==> src/rtl/seq_pkg.sv <==
// Shared definitions for the serial pattern transmitter and the 1011 detectors.
package seq_pkg;

    // Transmitter FSM states
    typedef enum logic [1:0] {
        IDLE  = 2'd0,
        SHIFT = 2'd1,
        GAP   = 2'd2,
        DONE  = 2'd3
    } state_t;

    // Canonical pattern shared by the transmitter default and the detectors
    localparam logic [3:0] SEQ_1011 = 4'b1011;

endpackage

==> src/rtl/seq_pattern_tx.sv <==
// Serial pattern transmitter: on start, latches a pattern, a repetition count
// and a gap length, then sends the pattern MSB-first one bit per clock with a
// run of zero bits between repetitions. All outputs come straight from flops.
//
// Handshake: start is a request sampled only while idle; acceptance is
// implied by busy rising in the next cycle. There is no backpressure: the
// receiver must take x on every cycle where x_valid is high.
module seq_pattern_tx
    import seq_pkg::*;
#(
    parameter int               PAT_W       = 4,
    parameter logic [PAT_W-1:0] DEF_PATTERN = PAT_W'(SEQ_1011)
) (
    input  logic             clk,
    input  logic             rst_n,
    input  logic             start,
    input  logic [PAT_W-1:0] pattern_in,
    input  logic [7:0]       count,
    input  logic [3:0]       gap,
    output logic             x,
    output logic             x_valid,
    output logic             last,
    output logic             busy,
    output logic             done,
    output state_t           state_dbg
);

    localparam int               IDX_W   = $clog2(PAT_W);
    localparam logic [IDX_W-1:0] IDX_MAX = IDX_W'(PAT_W - 1);

    state_t             r_state,   w_state;
    logic [PAT_W-1:0]   r_pattern, w_pattern;
    logic [IDX_W-1:0]   r_idx,     w_idx;
    logic [7:0]         r_reps,    w_reps;
    logic [3:0]         r_gap_len, w_gap_len;
    logic [3:0]         r_gap_cnt, w_gap_cnt;

    logic               r_x, r_x_valid, r_last, r_busy, r_done;

    // Next-state and datapath update; counters only step while non-zero
    always_comb begin
        w_state   = r_state;
        w_pattern = r_pattern;
        w_idx     = r_idx;
        w_reps    = r_reps;
        w_gap_len = r_gap_len;
        w_gap_cnt = r_gap_cnt;
        case (r_state)
            IDLE: begin
                if (start) begin
                    w_pattern = pattern_in;
                    w_reps    = count;
                    w_gap_len = gap;
                    w_idx     = IDX_MAX;
                    w_gap_cnt = 4'd0;
                    w_state   = (count != 8'd0) ? SHIFT : DONE;
                end
            end
            SHIFT: begin
                if (r_idx == '0) begin
                    // reps is at least 1 in SHIFT, so this never wraps
                    w_reps = r_reps - 8'd1;
                    if (r_reps == 8'd1) begin
                        w_state = DONE;
                    end else if (r_gap_len != 4'd0) begin
                        // Counter holds remaining gap cycles minus one
                        w_state   = GAP;
                        w_gap_cnt = r_gap_len - 4'd1;
                    end else begin
                        w_idx = IDX_MAX;
                    end
                end else begin
                    w_idx = r_idx - IDX_W'(1);
                end
            end
            GAP: begin
                if (r_gap_cnt == 4'd0) begin
                    w_state = SHIFT;
                    w_idx   = IDX_MAX;
                end else begin
                    w_gap_cnt = r_gap_cnt - 4'd1;
                end
            end
            DONE: begin
                w_state = IDLE;
            end
            default: begin
                w_state = IDLE;
            end
        endcase
    end

    // State and datapath registers
    always_ff @(posedge clk or negedge rst_n) begin
        if (!rst_n) begin
            r_state   <= IDLE;
            r_pattern <= DEF_PATTERN;
            r_idx     <= '0;
            r_reps    <= 8'd0;
            r_gap_len <= 4'd0;
            r_gap_cnt <= 4'd0;
        end else begin
            r_state   <= w_state;
            r_pattern <= w_pattern;
            r_idx     <= w_idx;
            r_reps    <= w_reps;
            r_gap_len <= w_gap_len;
            r_gap_cnt <= w_gap_cnt;
        end
    end

    // Output flops decoded from the next state so they line up with r_state
    always_ff @(posedge clk or negedge rst_n) begin
        if (!rst_n) begin
            r_x       <= 1'b0;
            r_x_valid <= 1'b0;
            r_last    <= 1'b0;
            r_busy    <= 1'b0;
            r_done    <= 1'b0;
        end else begin
            r_x       <= (w_state == SHIFT) && w_pattern[w_idx];
            r_x_valid <= (w_state == SHIFT) || (w_state == GAP);
            r_last    <= (w_state == SHIFT) && (w_idx == '0);
            r_busy    <= (w_state != IDLE);
            r_done    <= (w_state == DONE);
        end
    end

    assign x         = r_x;
    assign x_valid   = r_x_valid;
    assign last      = r_last;
    assign busy      = r_busy;
    assign done      = r_done;
    assign state_dbg = r_state;

endmodule

==> config.mk <==
export PLATFORM = sky130hd
export DESIGN_NAME = seq_pattern_tx
export DESIGN_NICKNAME = d
export VERILOG_FILES = /design/src/rtl/seq_pkg.sv /design/src/rtl/seq_pattern_tx.sv
export SDC_FILE = /design/constraint.sdc
export NUM_CORES = 1
export LEC_CHECK = 0
export ABC_AREA = 1
export CAP_MARGIN = 10
export CORE_MARGIN = 1.5
export CORE_UTILIZATION = 40
export CTS_BUF_LIST = sky130_fd_sc_hd__clkbuf_2
export CTS_CLUSTER_SIZE = 16
export DETAILED_ROUTE_END_ITERATION = 8
export PLACE_DENSITY_LB_ADDON = 0.05
export SLEW_MARGIN = 25
export SYNTH_ARGS = -nofsm -noshare
export SYNTH_HDL_FRONTEND = slang
export SYNTH_SLANG_ARGS = --single-unit
==> constraint.sdc <==
create_clock -name clk -period 2.41 [get_ports clk]
set_input_delay 0.6025 -clock clk [delete_from_list [all_inputs] [get_ports clk]]
set_output_delay 0.6025 -clock clk [all_outputs]
set_load 0.02 [all_outputs]
==> results of run 1 <==
==> per-stage QoR <==
stage	cells	hold slack (ps)	area (sq um)	utilization, %
2_1_floorplan	219	306.9	1734	-
3_3_place_gp	292	478.7	2028	49.63
3_5_place_dp	292	480.0	2028	49.63
4_1_cts	300	517.7	2068	50.61
5_1_grt	300	530.2	2071	50.67
6_report	300	515.1	2071	50.67
==> worst max path at each step <==
stage | start | to | slack (ps) | depth (start not counted)
2_1_floorplan | state_dbg[1] | x | 370 | 13
6_report | state_dbg[0] | x | 340 | 11
3_3_place_gp | count[6] | x | 80 | 10
5_1_grt | state_dbg[0] | x | 100 | 11
4_1_cts | state_dbg[0] | x | 190 | 11
3_5_place_dp | count[6] | x | 70 | 10
==> cell families after synthesis <==
kind of cell             count (synthesis)
AO/OA/AOI/OAI                           44
XOR/XNOR                                 4
adder cells (fa/ha/maj)                 10
buffers and inverters                   41
flip-flops                              29
multiplexers                             4
AND/OR/NAND/NOR                         87
==> layer usage <==
layer | track usage, % | wire length [microns] | vias to the layer above | share of wire (%)
met5 | 0 | 0 | - | 0
met3 | 5.195 | 127 | 2 | 3.6
met4 | 5.882 | 17 | 0 | 0.48
met2 | 25.84 | 1589 | 19 | 45
met1 | 23.70 | 1831 | 667 | 51
li1 | - | - | 774 | -
==> layout make-up <==
type	count	area, sq um
Clock buffer	8	40.04
Timing Repair Buffer	27	265.3
Multi-Input combinational cell	149	834.6
Tap cell	50	62.56
Inverter	37	138.9
Sequential cell	29	729.5
Fill cell	410	2016
==> worst register-to-register path, cell delays in order, from the launching register on <==
cell,delay [ps]
dfrtp_1,450
inv_1,140
ha_2,310
nand4_1,170
nand2_1,90
inv_1,40
a22oi_1,310
ha_1,220
inv_1,60
a21oi_1,110
nand2_1,60
nand2_1,50
==> cell usage after synthesis, types with 2 or more instances <==
cell type	count	area share, %
nand2_2	4	1.4
o21ai_1	5	1.4
dfrtp_1	26	38
o22ai_1	4	1.4
a21oi_1	8	2.3
ha_1	10	7.2
nand2_1	40	8.7
o21ai_0	18	5.2
dfstp_2	3	4.5
mux2_2	3	1.9
nand4_1	2	0.72
nor4_1	2	0.72
nor2_1	26	5.6
nand3_1	10	2.9
inv_1	33	7.1
inv_2	4	0.87
o211ai_1	3	1.3
xor2_1	3	1.5
==> sequential cells by signal, summed over array words and instances, names as in the netlist <==
register / flops
x: 1
r_gap_cnt: 4
r_gap_len: 4
last: 1
x_valid: 1
state_dbg: 2
r_pattern: 4
done: 1
r_idx: 2
busy: 1
r_reps: 8
==> report_power, final <==
group / internal (W) / switching (W)
clock: 0.0000857 / 0.000165
combinational: 0.000664 / 0.00108
sequential: 0.000744 / 0.000127
==> summary.txt, run 1 <==
Setup WS pre-CTS - 71.00 ps
postcts setup bufs - 0
Area growth syn-to-layout - 19.41%
crit path capture type - register
post-synth cell types - 33
die area - 4740 sq um
routed len/inst - 11.88 microns
remaining max-slew budget at the tightest pin - 75.08%
final wirelength - 3.565 mm
Clock Tree Root - clkbuf_2
CTS sink count - 29
reg-to-reg slack, setup - 340 ps
count of final max-slew check failures - 0
post-cts repair resize count - 0
detailed-router iteration count before antenna repair - 4
number of max-cap violations - 0
main flop type after synthesis - dfrtp_1
pin count of the biggest net entering global routing - 30
later-pin clock latency in the skew report - 350 ps
synthesized area - 1734 sq um
worst path arrival time - 2360 ps
maximum root-to-sink buffer count - 2
final critical delay including setup and external delays - 2069 ps
DR iter-0 viols - 62
hpwl dp - 2.759 mm
CTS H-tree lvls - 2
CP top delay family - adder cells
number of warnings issued by yosys - 0
result of the run - finished clean
main combinational cell family by area after synthesis - simple AND/OR/NAND/NOR gates
peak fanout along the critical path - 12
EDFF count, synth - 0
global-route wire length before repair - 5.982 mm
Cell Rows - 23
commonest non-fill, non-tap cells in the layout - 40 x nand2_1, 33 x inv_1, 26 x nor2_1, 26 x dfrtp_1, 25 x clkdlybuf4s50_1
required time of the worst setup path - 2710 ps
Post-Syn Area per Cell - 7.919 sq um
die width - 68.85 microns
count of buffers inserted at the top-level ports - 25
final cycle utilization of the critical path - 85.85%
share of cells above drive strength 1 - 12.00%
Final Hold Violating Endpoints - 0
Ant. Diodes - 0
global router's overall resource usage - 17.26%
Hold Crit Endpoint - r_pattern[2]
Synth Area in Simple Gates - 21.28%
post-detailed-route DRC marker count - 0
Max stage delay on crit path - 450 ps
Reg2Reg Capture Point - x
worst IR drop on VDD - 582.4 uV
nets - 278
worst path buffer plus inverter count - 3
post-synthesis compound-gate area fraction - 14.65%
net count of the mapped netlist - 248
highest-delay cell along the critical path - dfrtp_1
class of the most critical hold timing path - reg -> reg
multiplexer share of the synthesized area - 2.814%
CTS tree - done
clock-pin slew on the worst setup and hold paths - 140 ps
unrepaired setup endpoints after global routing - no
detail-routed via count per cell - 4.873
number of global-route vias before repair - 1314
leading cell type in the layout, fill and taps excluded - nand2_1
total overflow reported by the global router - 0
post-synthesis share of cell area spent on full adders, half adders and majority gates - 7.215%
worst reg2reg path depth - 11
worst hold start - r_pattern[2]
antenna violations before repair - 0
GP Congestion - 0.9191
CTS buffer count - 5
maximum clock skew at final layout - 13.94 ps
total chip power - 0.002864 W
gate count after technology mapping - 219
ports placed on the boundary - 26
vias - 1462
Post-Synth XOR/XNOR Area - 2.020%
Power per Cell Area - 1383 nW/um^2
Placeable Area - 4086 sq um
register area share after synthesis - 42.06%
critical path type - reg -> reg
count of cells along the worst hold path - 1
CP startpoint kind - register
number of antenna-violating nets in the routed design - 0
Sum Neg Setup Slack - 0 ps
measured slew at the worst slew-check pin - 373.7 ps
Highest Clock Rate - 483.3 MHz
number of flip-flops and latches in the synthesized netlist - 29
worst-path cell chain - inv_1 -> ha_2 -> nand4_1 -> nand2_1 -> inv_1 -> a22oi_1 -> ha_1 -> inv_1 -> a21oi_1 -> nand2_1 -> nand2_1
height of the die - 68.85 microns
number of failing setup endpoints in the final timing report - 0
starting utilization of the core area - 42.44%
final worst-path setup slack - 341.0 ps
leakage component of the power - 1.001 nW
share of flip-flops with an asynchronous set or reset - 100.0%
launching point of the worst reg2reg path - state_dbg[0]
number of hold-repair buffers added at the cts stage - 0
(Power assumes the default switching activity.)
==> run 2, diff against run 1 <==
--- a/config.mk
+++ b/config.mk
@@ -7,11 +7,15 @@
 export LEC_CHECK = 0
 export ABC_AREA = 1
 export CAP_MARGIN = 10
+export CELL_PAD_IN_SITES_DETAIL_PLACEMENT = 1
+export CELL_PAD_IN_SITES_GLOBAL_PLACEMENT = 2
 export CORE_MARGIN = 1.5
-export CORE_UTILIZATION = 40
+export CORE_UTILIZATION = 32
 export CTS_BUF_LIST = sky130_fd_sc_hd__clkbuf_2
 export CTS_CLUSTER_SIZE = 16
 export DETAILED_ROUTE_END_ITERATION = 8
+export GPL_TIMING_DRIVEN = 0
+export HOLD_SLACK_MARGIN = 0.1
 export PLACE_DENSITY_LB_ADDON = 0.05
 export SLEW_MARGIN = 25
 export SYNTH_ARGS = -nofsm -noshare
==> run 2 against run 1 <==
  * Non-clock buffer count increased by 3
  * Maximum frequency decreased by 4.6%
  * Power increased by 4.3%
  * Critical endpoint unchanged
  * Cell count increased by 7.7%
  * Combinational power increased by 7%
  * Global-route usage decreased by 0.53 points
  * Highest routed layer unchanged
  * Count of clock-buffer cells in the layout decreased by 3
  * Final area increased by 3.5%
  * Clock power decreased by 6%
  * First-iteration DRC count decreased by 34%
==> summary.txt, run 2 (synthesis results as in run 1) <==
result of the run - finished clean
die width - 76.62 microns
remaining max-slew budget at the tightest pin - 72.81%
cell-internal power - 0.001526 W
CTS H-tree lvls - 2
vias - 1511
height of the die - 76.62 microns
count of buffers inserted at the top-level ports - 25
starting utilization of the core area - 33.53%
worst path arrival time - 2470 ps
leading cell type in the layout, fill and taps excluded - nand2_1
number of hold-repair buffers added at the cts stage - 0
share of power burned in registers - 29.4%
CTS buffer count - 5
leakage component of the power - 1.021 nW
postcts setup bufs - 0
final wirelength - 4.332 mm
register with the highest flop count - r_reps
Cell Count, Final, Fillers Out - 323
Highest Clock Rate - 461.3 MHz
antenna violations before repair - 0
GP Congestion - 0.7731
multi-input logic area - 837.1 sq um
Power per Cell Area - 1394 nW/um^2
Ant. Diodes - 0
detail-routed via count per cell - 4.678
total overflow reported by the global router - 0
measured slew at the worst slew-check pin - 404.1 ps
Final Hold Violating Endpoints - 0
worst IR drop on VDD - 521.8 uV
Cell Rows - 26
die area - 5870 sq um
clock group share of total power - 7.9%
Clock Tree Root - clkbuf_2
switching share of power - 48.92%
number of max-cap violations - 0
share of cells above drive strength 1 - 13.04%
nets - 281
required time of the worst setup path - 2710 ps
CTS sink count - 29
crit path capture type - register
fill cell count - 642
CTS tree - done
post-detailed-route DRC marker count - 0
commonest non-fill, non-tap cells in the layout - 40 x nand2_1, 33 x inv_1, 26 x nor2_1, 26 x dfrtp_1, 24 x clkdlybuf4s50_1
pin count of the biggest net entering global routing - 16
placement-stage cell area - 2095 sq um
detailed-router iteration count before antenna repair - 4
sequential cell area in the final layout - 729.5 sq um
launching point of the worst reg2reg path - state_dbg[0]
final critical delay including setup and external delays - 2168 ps
CP startpoint kind - register
unrepaired setup endpoints after global routing - no
Placeable Area - 5172 sq um
routed len/inst - 13.41 microns
count of final max-slew check failures - 0
reg-to-reg slack, setup - 240 ps
final cycle utilization of the critical path - 89.95%
number of global-route vias before repair - 1546
final core utilization - 41.44%
Net Switching - 0.001461 W
peak fanout along the critical path - 10
critical path type - reg -> reg
final worst-path setup slack - 242.3 ps
Setup WS pre-CTS - -126.1 ps
maximum root-to-sink buffer count - 2
Placed Cells incl. Taps - 315
Logic pwr share - 62.7%
maximum clock skew at final layout - 9.045 ps
worst reg2reg path depth - 12
hpwl dp - 3.412 mm
ports placed on the boundary - 26
number of failing setup endpoints in the final timing report - 0
flip-flop count of the largest register after layout - 8
DR iter-0 viols - 41
Reg2Reg Capture Point - x
later-pin clock latency in the skew report - 350 ps
class of the most critical hold timing path - in -> async
number of antenna-violating nets in the routed design - 0
clock-pin slew on the worst setup and hold paths - 160 ps
final design area excluding fillers - 2143 sq um
Area growth syn-to-layout - 23.59%
global-route wire length before repair - 7.624 mm
global router's overall resource usage - 16.72%
==> run 2: cell types whose count changed in the layout (fill, tap and decap cells not counted), sizes merged <==
cell | before | now
clkinv | 0 | 3
clkdlybuf4s50 | 25 | 24
buf | 2 | 3
==> run 2: what timing repair did <==
action / 4_1_cts / 5_1_grt
endpoints found under the setup margin: 1 / 1
gates resized for setup: 1 / 5
endpoints found under the hold margin: 0 / 0
==> run 2: worst max-delay path by stage <==
stage,start,end,depth (start not counted)
after floorplan,state_dbg[1],x,13
after global placement,count[6],x,10
after detailed placement,count[6],x,10
after CTS,state_dbg[1],x,13
after global routing,state_dbg[0],x,12
final,state_dbg[0],x,12
==> run 2: layout make-up <==
type / instances / share of cell area (%)
repair buffers: 26 / 12.73
multi-input cells: 149 / 39.05
plain buffers: 4 / 1.868
well taps: 70 / 4.086
clock inverters: 3 / 0.5838
clock buffers: 5 / 1.168
flip-flops and latches: 29 / 34.03
inverters: 37 / 6.480
==> run 2: power groups by stage <==
stage / clock network, W / registers, W / logic [W]
after floorplan: 0 / 0.000914 / 0.00131
after global placement: 0 / 0.000894 / 0.00186
after detailed placement: 0 / 0.000891 / 0.00188
after CTS: 0.000253 / 0.000879 / 0.00189
after global routing: 0.000276 / 0.000916 / 0.00217
final: 0.000236 / 0.000877 / 0.00187
==> run 2: metrics by stage <==
stage                     setup TNS (ps)  hold slack (ps)  power [W]
after floorplan                        0            306.9   0.002227
after global placement            -79.82            479.2   0.002750
after detailed placement          -147.2            481.9   0.002769
after CTS                              0            131.2   0.003027
after global routing                   0            118.5   0.003361
final                                  0            149.2   0.002987
==> run 2: worst max-delay path: stages, from the launching register on <==
cell      delay, ps
dfrtp_1         470
inv_1           160
ha_1            210
clkbuf_4        210
nand2_1          60
nand3_1          80
nand2_1          70
a22oi_1         320
ha_1            220
inv_1            70
a21oi_1         140
nand2_1          60
nand2_1          50
==> run 2: metal layers <==
layer  up-vias  global-route usage [%]  part of all wire, %
li1        771                       -                    -
met1       719                   21.96                   50
met2        16                   26.79                   45
met3         5                   4.192                  3.1
met4         0                   5.556                  1.2
met5         -                       0                    0
